<file path="src/rtl/tft43_pkg.sv">
// Shared types and constants for the 4.3'' TFT 8080-bus read engine.
// Holds the phase enum, RS encodings, panel read-command codes and the phase timer width.
package tft43_pkg;

  typedef enum logic [2:0] {
    ST_IDLE,
    ST_CMD_LO,
    ST_CMD_HI,
    ST_TURN,
    ST_RD_LO,
    ST_RD_HI,
    ST_DONE
  } state_e;

  localparam logic RS_CMD  = 1'b0;
  localparam logic RS_DATA = 1'b1;

  localparam logic [15:0] CMD_RD_ID4    = 16'h00D3;
  localparam logic [15:0] CMD_RD_MADCTL = 16'h000B;
  localparam logic [15:0] CMD_RD_PIXFMT = 16'h000C;

  // Phase durations up to 256 cycles.
  localparam int TMR_W = 8;

endpackage

</file>
<file path="src/rtl/tft43_phase_timer.sv">
// Loadable down-counter shared by every timed bus phase.
// Load with (duration-1) on the entry transition; last is high in the final cycle of the phase.
module tft43_phase_timer #(
  parameter int W = 8
) (
  input  logic         clk,
  input  logic         rst_n,
  input  logic         load,
  input  logic [W-1:0] load_val,
  output logic         last
);

  logic [W-1:0] cnt_q, cnt_d;

  always_comb begin
    cnt_d = cnt_q;
    if (load) begin
      cnt_d = load_val;
    end else if (cnt_q != '0) begin
      cnt_d = cnt_q - W'(1);
    end
  end

  always_ff @(posedge clk or negedge rst_n) begin
    if (!rst_n) cnt_q <= '0;
    else        cnt_q <= cnt_d;
  end

  assign last = (cnt_q == '0);

endmodule

</file>
<file path="src/rtl/tft43_reader.sv">
// 8080 read engine: one command write, bus turnaround, then rd_len RD strobes returning sampled words.
// Defining TFT43_RD_DUMMY_EN inserts one unreported dummy RD strobe ahead of the data strobes.
module tft43_reader
  import tft43_pkg::*;
#(
  parameter int WR_CYCLES      = 2,
  parameter int TURN_CYCLES    = 2,
  parameter int RD_LOW_CYCLES  = 4,
  parameter int RD_HIGH_CYCLES = 2
) (
  input  logic        clk,
  input  logic        rst_n,
  input  logic        start,
  input  logic [15:0] cmd,
  input  logic [7:0]  rd_len,
  output logic        busy,
  output logic [15:0] rdata,
  output logic        rdata_vld,
  output logic        done,
  output logic        LCD_CS,
  output logic        LCD_RS,
  output logic        LCD_WR,
  output logic        LCD_RD,
  output logic [15:0] LCD_DATA_O,
  output logic        LCD_DATA_OE,
  input  logic [15:0] LCD_DATA_I
);

`ifdef TFT43_RD_DUMMY_EN
  localparam logic DUMMY_EN = 1'b1;
`else
  localparam logic DUMMY_EN = 1'b0;
`endif

  localparam logic [TMR_W-1:0] WR_LD   = TMR_W'(WR_CYCLES - 1);
  localparam logic [TMR_W-1:0] TURN_LD = TMR_W'(TURN_CYCLES - 1);
  localparam logic [TMR_W-1:0] RDL_LD  = TMR_W'(RD_LOW_CYCLES - 1);
  localparam logic [TMR_W-1:0] RDH_LD  = TMR_W'(RD_HIGH_CYCLES - 1);

  state_e             state_q, state_d;
  logic [15:0]        cmd_q, cmd_d;
  logic [15:0]        rdata_q, rdata_d;
  logic [7:0]         rem_q, rem_d;
  logic               dummy_q, dummy_d;
  logic               vld_q, vld_d;
  logic               tmr_load;
  logic [TMR_W-1:0]   tmr_val;
  logic               tmr_last;

  tft43_phase_timer #(.W(TMR_W)) u_timer (
    .clk      (clk),
    .rst_n    (rst_n),
    .load     (tmr_load),
    .load_val (tmr_val),
    .last     (tmr_last)
  );

  always_comb begin
    state_d  = state_q;
    cmd_d    = cmd_q;
    rem_d    = rem_q;
    dummy_d  = dummy_q;
    rdata_d  = rdata_q;
    vld_d    = 1'b0;
    tmr_load = 1'b0;
    tmr_val  = '0;
    case (state_q)
      ST_IDLE: if (start) begin
        state_d  = ST_CMD_LO;
        cmd_d    = cmd;
        rem_d    = rd_len;
        dummy_d  = DUMMY_EN;
        tmr_load = 1'b1;
        tmr_val  = WR_LD;
      end
      ST_CMD_LO: if (tmr_last) begin
        state_d  = ST_CMD_HI;
        tmr_load = 1'b1;
        tmr_val  = WR_LD;
      end
      ST_CMD_HI: if (tmr_last) begin
        tmr_load = 1'b1;
        tmr_val  = TURN_LD;
        state_d  = (rem_q == 8'd0) ? ST_DONE : ST_TURN;
      end
      ST_TURN: if (tmr_last) begin
        state_d  = ST_RD_LO;
        tmr_load = 1'b1;
        tmr_val  = RDL_LD;
      end
      ST_RD_LO: if (tmr_last) begin
        state_d  = ST_RD_HI;
        tmr_load = 1'b1;
        tmr_val  = RDH_LD;
        if (!dummy_q) begin
          rdata_d = LCD_DATA_I;
          vld_d   = 1'b1;
        end
      end
      ST_RD_HI: if (tmr_last) begin
        tmr_load = 1'b1;
        tmr_val  = RDL_LD;
        // The dummy strobe never consumes a word from the count.
        if (dummy_q) begin
          dummy_d = 1'b0;
          state_d = ST_RD_LO;
        end else begin
          rem_d   = rem_q - 8'd1;
          state_d = (rem_q == 8'd1) ? ST_DONE : ST_RD_LO;
        end
      end
      ST_DONE: state_d = ST_IDLE;
      default: state_d = ST_IDLE;
    endcase
  end

  always_ff @(posedge clk or negedge rst_n) begin
    if (!rst_n) begin
      state_q <= ST_IDLE;
      cmd_q   <= '0;
      rdata_q <= '0;
      rem_q   <= '0;
      dummy_q <= 1'b0;
      vld_q   <= 1'b0;
    end else begin
      state_q <= state_d;
      cmd_q   <= cmd_d;
      rdata_q <= rdata_d;
      rem_q   <= rem_d;
      dummy_q <= dummy_d;
      vld_q   <= vld_d;
    end
  end

  // Pin decode straight from the state flop so an async reset releases the bus at once.
  always_comb begin
    LCD_CS      = 1'b1;
    LCD_RS      = RS_DATA;
    LCD_WR      = 1'b1;
    LCD_RD      = 1'b1;
    LCD_DATA_OE = 1'b0;
    LCD_DATA_O  = '0;
    case (state_q)
      ST_CMD_LO, ST_CMD_HI: begin
        LCD_CS      = 1'b0;
        LCD_RS      = RS_CMD;
        LCD_DATA_OE = 1'b1;
        LCD_DATA_O  = cmd_q;
        LCD_WR      = (state_q == ST_CMD_HI);
      end
      ST_TURN, ST_RD_HI: LCD_CS = 1'b0;
      ST_RD_LO: begin
        LCD_CS = 1'b0;
        LCD_RD = 1'b0;
      end
      default: ;
    endcase
  end

  assign busy      = (state_q != ST_IDLE);
  assign done      = (state_q == ST_DONE);
  assign rdata     = rdata_q;
  assign rdata_vld = vld_q;

endmodule
</file>
<file path="config.mk">
export PLATFORM = sky130hd
export DESIGN_NAME = tft43_reader
export DESIGN_NICKNAME = d
export VERILOG_FILES = /design/src/rtl/tft43_pkg.sv /design/src/rtl/tft43_phase_timer.sv /design/src/rtl/tft43_reader.sv
export SDC_FILE = /design/constraint.sdc
export NUM_CORES = 1
export LEC_CHECK = 0
export CORE_MARGIN = 5
export CORE_UTILIZATION = 38
export DETAILED_ROUTE_END_ITERATION = 6
export MAX_ROUTING_LAYER = met4
export PLACE_DENSITY = 0.76
export SLEW_MARGIN = 5
export SYNTH_ARGS = -nofsm -noshare
export SYNTH_HDL_FRONTEND = slang
export SYNTH_SLANG_ARGS = --single-unit
</file>
<file path="constraint.sdc">
create_clock -name clk -period 1.8 [get_ports clk]
set_input_delay 0.27 -clock clk [delete_from_list [all_inputs] [get_ports clk]]
set_output_delay 0.27 -clock clk [all_outputs]
set_load 0.01 [all_outputs]
</file>
[Word-level counts from Yosys, hierarchy flattened]
Cells that the tools add are included.
Storage, ports and cells
  output and inout bits: 40
  word-level logic and storage cells: 75
  bits in registers: 53
Cells by class
  reduce and logical (&&, ||, !) cells: 16
  $add $sub $neg: 2
  bitwise operators: 1
  eq/ne operators: 14
  multiplexer cells: 35
Operators by type and width (count)
  $mux W8: 5
  $mux W3: 7
  $pmux W3 S6: 1
  $logic_not A8 Y1: 2
  $mux W16: 1
  $pmux W8 S2: 1
  $sub A8 B1 Y8 const B: 2
  $mux W1: 14
  $ne A2 B2 Y1 const B: 7
  $eq A3 B3 Y1 const B: 3
  $eq A8 B1 Y1 const B: 1
  $reduce_bool A8 Y1: 1
  $eq A3 B2 Y1 const B: 2
  $mux W2: 3
  $pmux W2 S3: 1
  $reduce_and A3 Y1: 2
  $reduce_and A6 Y1: 1
  $reduce_or A5 Y1: 1
  $pmux W1 S2: 2
  $reduce_and A4 Y1: 1
  $reduce_bool A2 Y1: 2
  $reduce_or A2 Y1: 2
  $eq A3 B1 Y1 const B: 1
  $logic_not A3 Y1: 1
  other kinds (4): 4

[Logic depth before layout (Yosys ltp)]
Gate-level depths: netlist of run 1.
  word-level depth: 5
  mapped depth: 8

[By module]
Synthesis of run 1 repeated with hierarchy kept, for this count alone.
Second synthesis, totals
  cells, all modules: 249
  area total of the unflattened synthesis: 2670.1 um2
Modules (own cells, without submodules)
  tft43_reader: area an instance 2193.4 um2, cells each 195, seq. area each 1101.1 um2, times used 1
  tft43_phase_timer: area an instance 476.7 um2, cells each 54, seq. area each 200.2 um2, times used 1

[Worst setup path after synthesis of run 1]
OpenSTA, ideal clock, no wires.
  path type: register to register
  start point: register u_timer.cnt_q[0]
  end point: register rdata_q[10] (netlist: rdata[10])
  stages on the path, launching flop included: 9
  data required time: 1.675 ns
  path slack: -0.067 ns
  data arrival time: 1.741 ns
  period minus slack after synthesis: 1.867 ns
  cells stage by stage: dfrtp_1 -> inv_1 -> ha_1 -> nor3b_4 -> and2_4 -> nand2b_4 -> buf_6 -> buf_12 -> mux2_4
On the way
  word-level cells in the longest chain between the ends: 2
Ends and longest elaborated chain
  start: declaration: RTL line tft43_phase_timer.sv:13  | logic [W-1:0] cnt_q, cnt_d;
  start signal: assignment: RTL line tft43_phase_timer.sv:26  | else cnt_q <= cnt_d;
  $logic_not A8 Y1: RTL line tft43_phase_timer.sv:29  | assign last = (cnt_q == '0);
  $reduce_and A3 Y1 (no source line)
  end signal: assignment: RTL line tft43_reader.sv:128  | rdata_q <= rdata_d;
  end: declaration: RTL line tft43_reader.sv:42  | logic [15:0] rdata_q, rdata_d;
Every way passes these cells.
A chain may end at the register's enable or synchronous reset.

[Worst setup path after layout of run 1]
  start point: register state_q[1]
  end point: output LCD_DATA_O[4]
On the way
  word-level cells in the longest chain between the ends: 3
  elaborated cells on any way between the ends: 4
  those cells by class: eq/ne: 2; mux: 1; reduce/logical: 1
Ends and longest elaborated chain
  start: declaration: RTL line tft43_reader.sv:40  | state_e state_q, state_d;
  start signal: assignment: RTL line tft43_reader.sv:126  | state_q <= state_d;
  $eq A3 B2 Y1 or $eq A3 B1 Y1 (tied branches): RTL line tft43_reader.sv:143  | case (state_q)
  $reduce_or A2 Y1 *
  $mux W16 *: RTL line tft43_reader.sv:143
  end: declaration: RTL line tft43_reader.sv:24  | output logic [15:0] LCD_DATA_O,
Mark *: on every way between the ends. The rest lies on a longest branch, timed or not.

==> results of run 1 <==
-- critical path: stages (launching register included) --
cell	delay (ns)
dfrtp_1	0.42
xnor2_1	0.16
nor2_2	0.21
buf_6	0.16
buf_6	0.09
and2_4	0.12
buf_6	0.09
-- repair_timing --
action                                  CTS  global route
hold endpoints to repair                 15             0
hold buffers                              1             0
gates resized for setup                 103            38
gates cloned                              2             1
setup buffers                            11             5
pin swaps                                15             6
endpoints found under the setup margin   39            52
-- worst max path at each step --
stage	start	end	slack (ns)	cells past startpoint
after floorplan	u_timer.cnt_q[1]	rdata[10]	-0.05	8
after global placement	start	rem_q[6]	-0.37	5
after detailed placement	start	rem_q[6]	-0.43	5
after CTS	state_q[1]	busy	-0.09	4
after global routing	state_q[0]	LCD_DATA_O[0]	-0.13	6
final	state_q[1]	LCD_DATA_O[4]	-0.04	6
-- cells by family (layout without fill, tap and decap cells) --
| family | Yosys count | count (layout) | synth area share (%) |
|---|---|---|---|
| AND/OR/NAND/NOR | 127 | 128 | 24.9 |
| flip-flops | 52 | 52 | 48.8 |
| AO/OA/AOI/OAI | 37 | 37 | 9.21 |
| buffers and inverters | 22 | 148 | 4.60 |
| multiplexers | 19 | 19 | 9.21 |
| adder cells (fa/ha/maj) | 5 | 5 | 2.25 |
| XOR/XNOR | 3 | 3 | 0.987 |
-- per-stage QoR --
step / hold WS, ns / instances
after global routing: 0.441 / 488
after detailed placement: 0.217 / 461
after global placement: 0.213 / 461
after CTS: 0.421 / 483
after floorplan: -0.0256 / 265
final: 0.410 / 488
-- final cells by class --
type                    count  area, um2
fillers                   549       2680
multi-input cells         192       1390
flip-flops and latches     52       1300
repair buffers            131       1180
well taps                  96        120
clock buffers               5       68.8
inverters                   9       33.8
clock inverters             3       21.3
-- sequential cells by signal, indices dropped and copies added, names as in the netlist --
register       flops
rdata_vld          1
cmd_q             16
state_q            3
rem_q              8
rdata             16
u_timer.cnt_q      8
-- cell usage in the layout, fill, tap and decap left out, drive strengths merged, types with 4 or more instances in the layout --
master	count
a21oi	12
a31oi	4
and2	17
buf	70
clkbuf	5
clkdlybuf4s50	58
dfrtp	52
ha	4
inv	10
mux2	17
nand2	55
nand2b	4
nand3	5
nor2	20
nor3	5
o21ai	4
or3	4
-- power by group through the flow --
stage	logic, mW	registers, mW	clock network (mW)
finish	3.94	1.98	0.680
global route	4.28	2.04	0.752
CTS	3.49	1.95	0.699
detailed placement	3.26	1.97	0
global placement	3.18	1.95	0
floorplan	1.64	1.93	0
-- metal layers --
layer | share of wire [%] | GRT usage [%]
met1 | 43 | 21.7
met2 | 49 | 28.4
met3 | 6.3 | 4.33
met4 | 1.7 | 3.73
met5 | 0 | -
==> flow_summary.ini, run 1 <==
[status]
status = finished with violations
violations = negative setup slack

[clocking]
clk_pin_slew_ns = 0.10
cts_tree = done
clkSinkCount = 52
cts_made_buffers = 5
cts_max_level = 2
clock_latency_ns = 0.31
clockBufferDepth = 2
root_buffer = clkbuf_8

[power_and_ir_drop]
vdd_drop_max_uv = 750
p_int_mw = 4.05
finalPower_mw = 6.60
seq_power_share_pct = 30.0
power_density_nw_per_um2 = 1600
p_sw_mw = 2.56
comb_power_share_pct = 59.7
pwr-share-clk_pct = 10.3
leakage_nw = 1.91
swShare_pct = 38.7

[detailed_routing]
antenna_left = 0
wl_um = 7560
wl_per_cell_um = 15.5
dr.pass1.iters = 4
via_per_inst = 5.00
drc = 0
drt-initial-drc-count = 120
vias = 2439

[yosys]
synth_warnings = 0
ys.flop_type = dfrtp_1
yosysUniqueCellTypes = 51
ys_seq_elements = 52
post-synth-top-count-cell = nand2_1
ys_seq_area_share_pct = 48.8
syn_area_per_cell_um2 = 10.1
yosys.area.top_type = dfrtp_1
synth_edf_count = 0
yosysTopAreaCellShare_pct = 48.8
synth_cells = 265
syn-cell-area_um2 = 2660
synthTopCellsByCount = 55 x nand2_1, 52 x dfrtp_1, 20 x nor2_1, 16 x and2_1, 12 x a21oi_1
synth_area_leaders = dfrtp_1 49%, nand2_1 7.8%, mux2_4 5.1%
async_flop_share_pct = 100
synth_fp_nets = 312

[setup_path]
crit_required_ns = 1.53
reg2reg_from = state_q[0]
critPathLaunchType = flip-flop
crit_arrival_ns = 1.57
path_class = flip-flop to output port
critPathMaxFanout = 6
r2r-end = rem_q[6]
ff2ff_path_depth = 6
crit_path_end_kind = output port
reg2reg_slack_ns = 0.01

[floorplanning]
rows = 30
dieArea_um2 = 8780
io_pins = 83
coreArea_um2 = 6790
dieWidth_um = 93.7
floorplan.initialDensity_pct = 39.2
die_y_um = 93.7

[cells_and_area]
drive_gt1_share_pct = 33.2
area_delta_synth_final_pct = 54.6
final_util_pct = 60.6
diodes = 0
final_nets = 438
design_area_um2 = 4120

[sta]
setup_tns_ns = -0.158
slew-limit-headroom_pct = 73.5
rsz0062_at_grt = yes
finClkSkew_ns = 0.00889
finalSetupViolCount = 5
fin_crit_ns = 1.84
fmax_mhz = 543
finalCritPeriodShare_pct = 102
worst_pin_slew_ns = 0.398
layout_setup_ws_ns = -0.0406
drv_slew = 0
finalHoldViolations = 0

[grt]
grt_max_degree = 38
grt_pass1_vias = 2444
antenna_found_initial = 0
grt_pass1_wl_um = 11900
gr-usage-all-layers_pct = 17.3
grt-ovfl-total = 0

[place]
hpwl_um = 5060
pre_cts_slack_ns = -0.428
place.gp.congestion = 0.853
numPortBuffers = 82
place_area_um2 = 3770

[min_path]
hp-class = input port to asynchronous set/reset pin

[job]
drv_cap = 0
No activity file was read; power rests on OpenSTA's default activity.
==> inputs of run 2 (changes only) <==
--- a/config.mk
+++ b/config.mk
@@ -7,6 +7,8 @@
 export LEC_CHECK = 0
 export CORE_MARGIN = 5
 export CORE_UTILIZATION = 38
+export CTS_BUF_LIST = sky130_fd_sc_hd__clkbuf_16
+export CTS_CLUSTER_SIZE = 30
 export DETAILED_ROUTE_END_ITERATION = 6
 export MAX_ROUTING_LAYER = met4
 export PLACE_DENSITY = 0.76
==> run 2 against run 1 <==
Against the previous run:
- clock-buffer cell count is the same
- maximum frequency grew 3.4%
- global-route usage shrank 0.12 points
- die area is the same
- clock skew shrank 0.0022 ns
- total power grew 0.54%
- register-to-register slack is essentially flat
- the run now ends clean
- routed wire length shrank 2.7%
- highest routed layer unchanged
- via count shrank 2.9%
- sequential share of layout area grew 0.15 points
- final area shrank 0.36%
==> flow_summary.ini, run 2 (synthesis gave the netlist of run 1 again) <==
[place]
place.gp.congestion = 0.853
numPortBuffers = 82
hpwl_um = 5060
place_area_um2 = 3770

[clocking]
cts_tree = done
cts_max_level = 2
clockBufferDepth = 2
cts_made_buffers = 5
clk_pin_slew_ns = 0.07
clock_latency_ns = 0.29
root_buffer = clkbuf_16
clkSinkCount = 52

[sta]
holdWs_ns = 0.434
finalHoldViolations = 0
finalCritPeriodShare_pct = 98.9
drv_slew = 0
worst_pin_slew_ns = 0.398
finalSetupViolCount = 0
fmax_mhz = 562
rsz0062_at_grt = yes
slew-limit-headroom_pct = 73.5
fin_crit_ns = 1.78
finClkSkew_ns = 0.00668

[floorplanning]
dieWidth_um = 93.7
coreArea_um2 = 6790
dieArea_um2 = 8780
floorplan.initialDensity_pct = 39.2
die_y_um = 93.7
rows = 30
io_pins = 83

[cells_and_area]
design_area_um2 = 4100
area_delta_synth_final_pct = 54.1
final_nets = 434
diodes = 0
drive_gt1_share_pct = 31.7
final_common_cell = clkdlybuf4s50_1
final_cell_mix = 58 x clkdlybuf4s50_1, 54 x nand2_1, 50 x dfrtp_1

[grt]
grt-ovfl-total = 0
gr-usage-all-layers_pct = 17.2
grt_max_degree = 38
grt_pass1_vias = 2434
grt_pass1_wl_um = 11700
antenna_found_initial = 0

[detailed_routing]
via_per_inst = 4.89
wl_um = 7350
dr.pass1.iters = 4
antenna_left = 0
wl_met2_um = 3660
vias = 2369
met3_wirelength_um = 445
drc = 0
met1_length_um = 3150
wl_per_cell_um = 15.2
route.top_layer_used = met4
drt-initial-drc-count = 109

[setup_path]
reg2reg_slack_ns = 0.02
reg2reg_from = state_q[0]
startpoint = state_q[0]
ff2ff_path_depth = 6
critPathMaxFanout = 13
crit_path_end_kind = flip-flop
path_class = flip-flop to flip-flop
critPathLaunchType = flip-flop
crit_required_ns = 1.98
crit_arrival_ns = 1.96

[status]
status = finished, final reports clean

[job]
drv_cap = 0

[min_path]
hp-class = input port to asynchronous set/reset pin

[power_and_ir_drop]
power_density_nw_per_um2 = 1620
leakage_nw = 1.90
finalPower_mw = 6.64
vdd_drop_max_uv = 814
## run 2: path summary, 6_finish.rpt
check / end
max: rem_q[6]
min: cmd_q[14]
max reg2reg: rem_q[6]
min reg2reg: cmd_q[14]
max in group asynchronous: u_timer.cnt_q[2]
min in group clk: cmd_q[14]
## run 2: metal layers
metal	vias up	global-route usage, %
met3	12	3.93
met5	-	-
met4	0	3.25
met2	66	29.3
met1	1134	21.0
li1	1157	-
## run 2: layout make-up
cell class / instances / area, um2
clock buffers: 5 / 125
clock inverters: 3 / 21.3
fillers: 538 / 2690
inverters: 9 / 33.8
multi-input cells: 192 / 1380
flip-flops and latches: 52 / 1300
well taps: 96 / 120
repair buffers: 127 / 1120
## run 2: repair_timing
item	4_1_cts	5_1_grt
gates cloned	2	1
hold buffers	1	0
pin swaps	9	12
setup buffers	10	3
resized for setup	102	30
hold endpoints to repair	15	0
endpoints found under the setup margin	39	27
## run 2: where the power goes
part           total, mW  switching [mW]  internal, mW
registers           1.97           0.360          1.61
logic               3.72            1.72          2.00
clock network      0.954           0.436         0.518
## run 2: stage by stage
stage / setup slack, ns / util, % / instances / setup TNS, ns
after global placement: -0.372 / 55.5 / 461 / -2.28
after global routing: -0.0456 / 60.4 / 484 / -0.167
after floorplan: -0.0539 / - / 265 / -0.485
after detailed placement: -0.428 / 55.5 / 461 / -3.59
final: 0.0196 / 60.4 / 484 / 0
after CTS: -0.0473 / 58.6 / 482 / -0.285
## run 2: critical path: stages, from the launching register on
cell and delay, ns:
dfrtp_1 0.41, buf_4 0.15, buf_4 0.13, and3b_1 0.20
a31oi_4 0.39, o21ba_2 0.22, o22a_1 0.18
==> inputs of run 3 (changes only) <==
--- a/config.mk
+++ b/config.mk
@@ -11,8 +11,7 @@
 export CTS_CLUSTER_SIZE = 30
 export DETAILED_ROUTE_END_ITERATION = 6
 export MAX_ROUTING_LAYER = met4
-export PLACE_DENSITY = 0.76
-export SLEW_MARGIN = 5
+export PLACE_DENSITY = 0.73
 export SYNTH_ARGS = -nofsm -noshare
 export SYNTH_HDL_FRONTEND = slang
 export SYNTH_SLANG_ARGS = --single-unit
==> constraint.sdc (replaced) <==
create_clock -name clk -period 2.1 [get_ports clk]
set_input_delay 0.315 -clock clk [delete_from_list [all_inputs] [get_ports clk]]
set_output_delay 0.315 -clock clk [all_outputs]
set_load 0.01 [all_outputs]
==> run 3 against run 2 <==
Against the previous run:
- die area unchanged
- total power is 26% lower
- sequential power shrank 14%
- clock-buffer cell count did not move
- clock power decreased by 16%
- critical path depth down 2
- setup slack gained 0.054 ns
- combinational power is 35% lower
- non-clock buffer count decreased by 29
- critical path type is now flip-flop to output port
- largest power group unchanged
==> flow_summary.ini, run 3 (synthesis gave the netlist of run 1 again) <==
[sta]
finClkSkew_ns = 0.00548
setup_tns_ns = 0
holdWs_ns = 0.136
fmax_mhz = 493
finalHoldViolations = 0
finalCritPeriodShare_pct = 96.5
finalSetupViolCount = 0
worst_pin_slew_ns = 0.665
rsz0062_at_grt = no
slew-limit-headroom_pct = 55.6
fin_crit_ns = 2.03
layout_setup_ws_ns = 0.0732
drv_slew = 0

[clocking]
root_buffer = clkbuf_16
clock_latency_ns = 0.29
cts_hold_buf = 0
clockBufferDepth = 2
cts_made_buffers = 5
cts_tree = done
clkSinkCount = 52
cts_max_level = 2
clk_pin_slew_ns = 0.07

[setup_path]
path_class = flip-flop to output port
critPathLaunchType = flip-flop
reg2reg_slack_ns = 0.16
crit_required_ns = 1.78
crit_arrival_ns = 1.71
path_cells = buf_4, buf_4, or3_1, dlygate4sd2_1
r2r-end = rem_q[4]
startpoint = state_q[1]
ff2ff_path_depth = 7
crit_path_frequent_cell = buf_4
cp_slowest_cell = dfrtp_2
crit_path_end = LCD_RD
cpPeakStageDelay_ns = 0.42
crit_path_end_kind = output port
reg2reg_from = state_q[1]
critPathMaxFanout = 6

[power_and_ir_drop]
vdd_drop_max_uv = 537
finalPower_mw = 4.92
leakage_nw = 1.76
power_density_nw_per_um2 = 1300

[detailed_routing]
drc = 0
wl_per_cell_um = 14.2
via_per_inst = 4.94
vias = 2243
dr.pass1.iters = 4
wl_um = 6440
antenna_left = 0
drt-initial-drc-count = 132

[cells_and_area]
drive_gt1_share_pct = 14.8
area_delta_synth_final_pct = 41.9
final_common_cell = clkdlybuf4s50_1
final_cell_mix = 60 x clkdlybuf4s50_1, 55 x nand2_1, 49 x dfrtp_1
diodes = 0
final_nets = 404
final_util_pct = 55.7

[floorplanning]
rows = 30
dieArea_um2 = 8780
coreArea_um2 = 6790
dieWidth_um = 93.7
die_y_um = 93.7
floorplan.initialDensity_pct = 39.2
io_pins = 83

[grt]
gr-usage-all-layers_pct = 15.7
grt_max_degree = 53
antenna_found_initial = 0
grt_pass1_vias = 2246
grt-ovfl-total = 0
grt_pass1_wl_um = 10700

[place]
pre_cts_slack_ns = -0.120
hpwl_um = 4710
numPortBuffers = 82
place.gp.congestion = 0.784

[status]
status = finished, final reports clean

[job]
drv_cap = 0

[min_path]
hp-class = input port to asynchronous set/reset pin
[run 3: changes by cell type in the layout (fill, tap and decap cells not counted), sizes merged]
cell,before,now
dlygate4sd3,1,0
dlymetal6s2s,0,3
nand2b,4,3
clkbuf,6,5
buf,65,17
dlygate4sd2,2,18
clkinv,1,2
clkdlybuf4s50,58,60
clkinvlp,1,0
[run 3: what timing repair did]
item | CTS | global route
endpoints found under the setup margin | 21 | 4
buffers inserted | 0 | 2
gates resized for setup | 22 | 4
[run 3: how the worst min path moves through the flow]
stage / start / end / slack, ns / cells past startpoint
after global routing: rst_n / rem_q[6] / 0.20 / 2
after global placement: cmd_q[7] / cmd_q[7] / 0.45 / 2
final: rst_n / rem_q[6] / 0.14 / 2
after detailed placement: cmd_q[3] / cmd_q[3] / 0.45 / 2
after CTS: rst_n / rem_q[6] / 0.17 / 2
after floorplan: rst_n / cmd_q[0] / 0.02 / 0
[run 3: per-stage QoR]
stage / cells / instance area [um2]
6_report: 454 / 3780
5_1_grt: 454 / 3780
4_1_cts: 452 / 3760
3_5_place_dp: 444 / 3620
3_3_place_gp: 444 / 3620
2_1_floorplan: 265 / 2660
[run 3: critical path, delay by kind of cell (launching register included)]
family        cells  cell delay [ns]
flops             1             0.42
simple gates      1             0.40
buf+inv           3             0.62
[run 3: layout make-up]
class	instances	area, um2
repair buffers	98	925
well taps	96	120
inverters	9	33.8
fillers	624	3010
multi-input cells	191	1250
clock inverters	3	17.5
clock buffers	5	125
flip-flops and latches	52	1310
[run 3: report_power, final]
| group | leakage, nW | switching [mW] | total, mW | internal [mW] |
|---|---|---|---|---|
| clock network | 0.0716 | 0.359 | 0.799 | 0.440 |
| registers | 0.626 | 0.322 | 1.70 | 1.38 |
| logic | 1.07 | 1.18 | 2.42 | 1.24 |
[run 3: routing by layer]
layer  track usage (%)  wire (um)
met2              25.8       3220
met4              4.57        106
met5                 -          0
met3              4.41        434
met1              18.7       2680
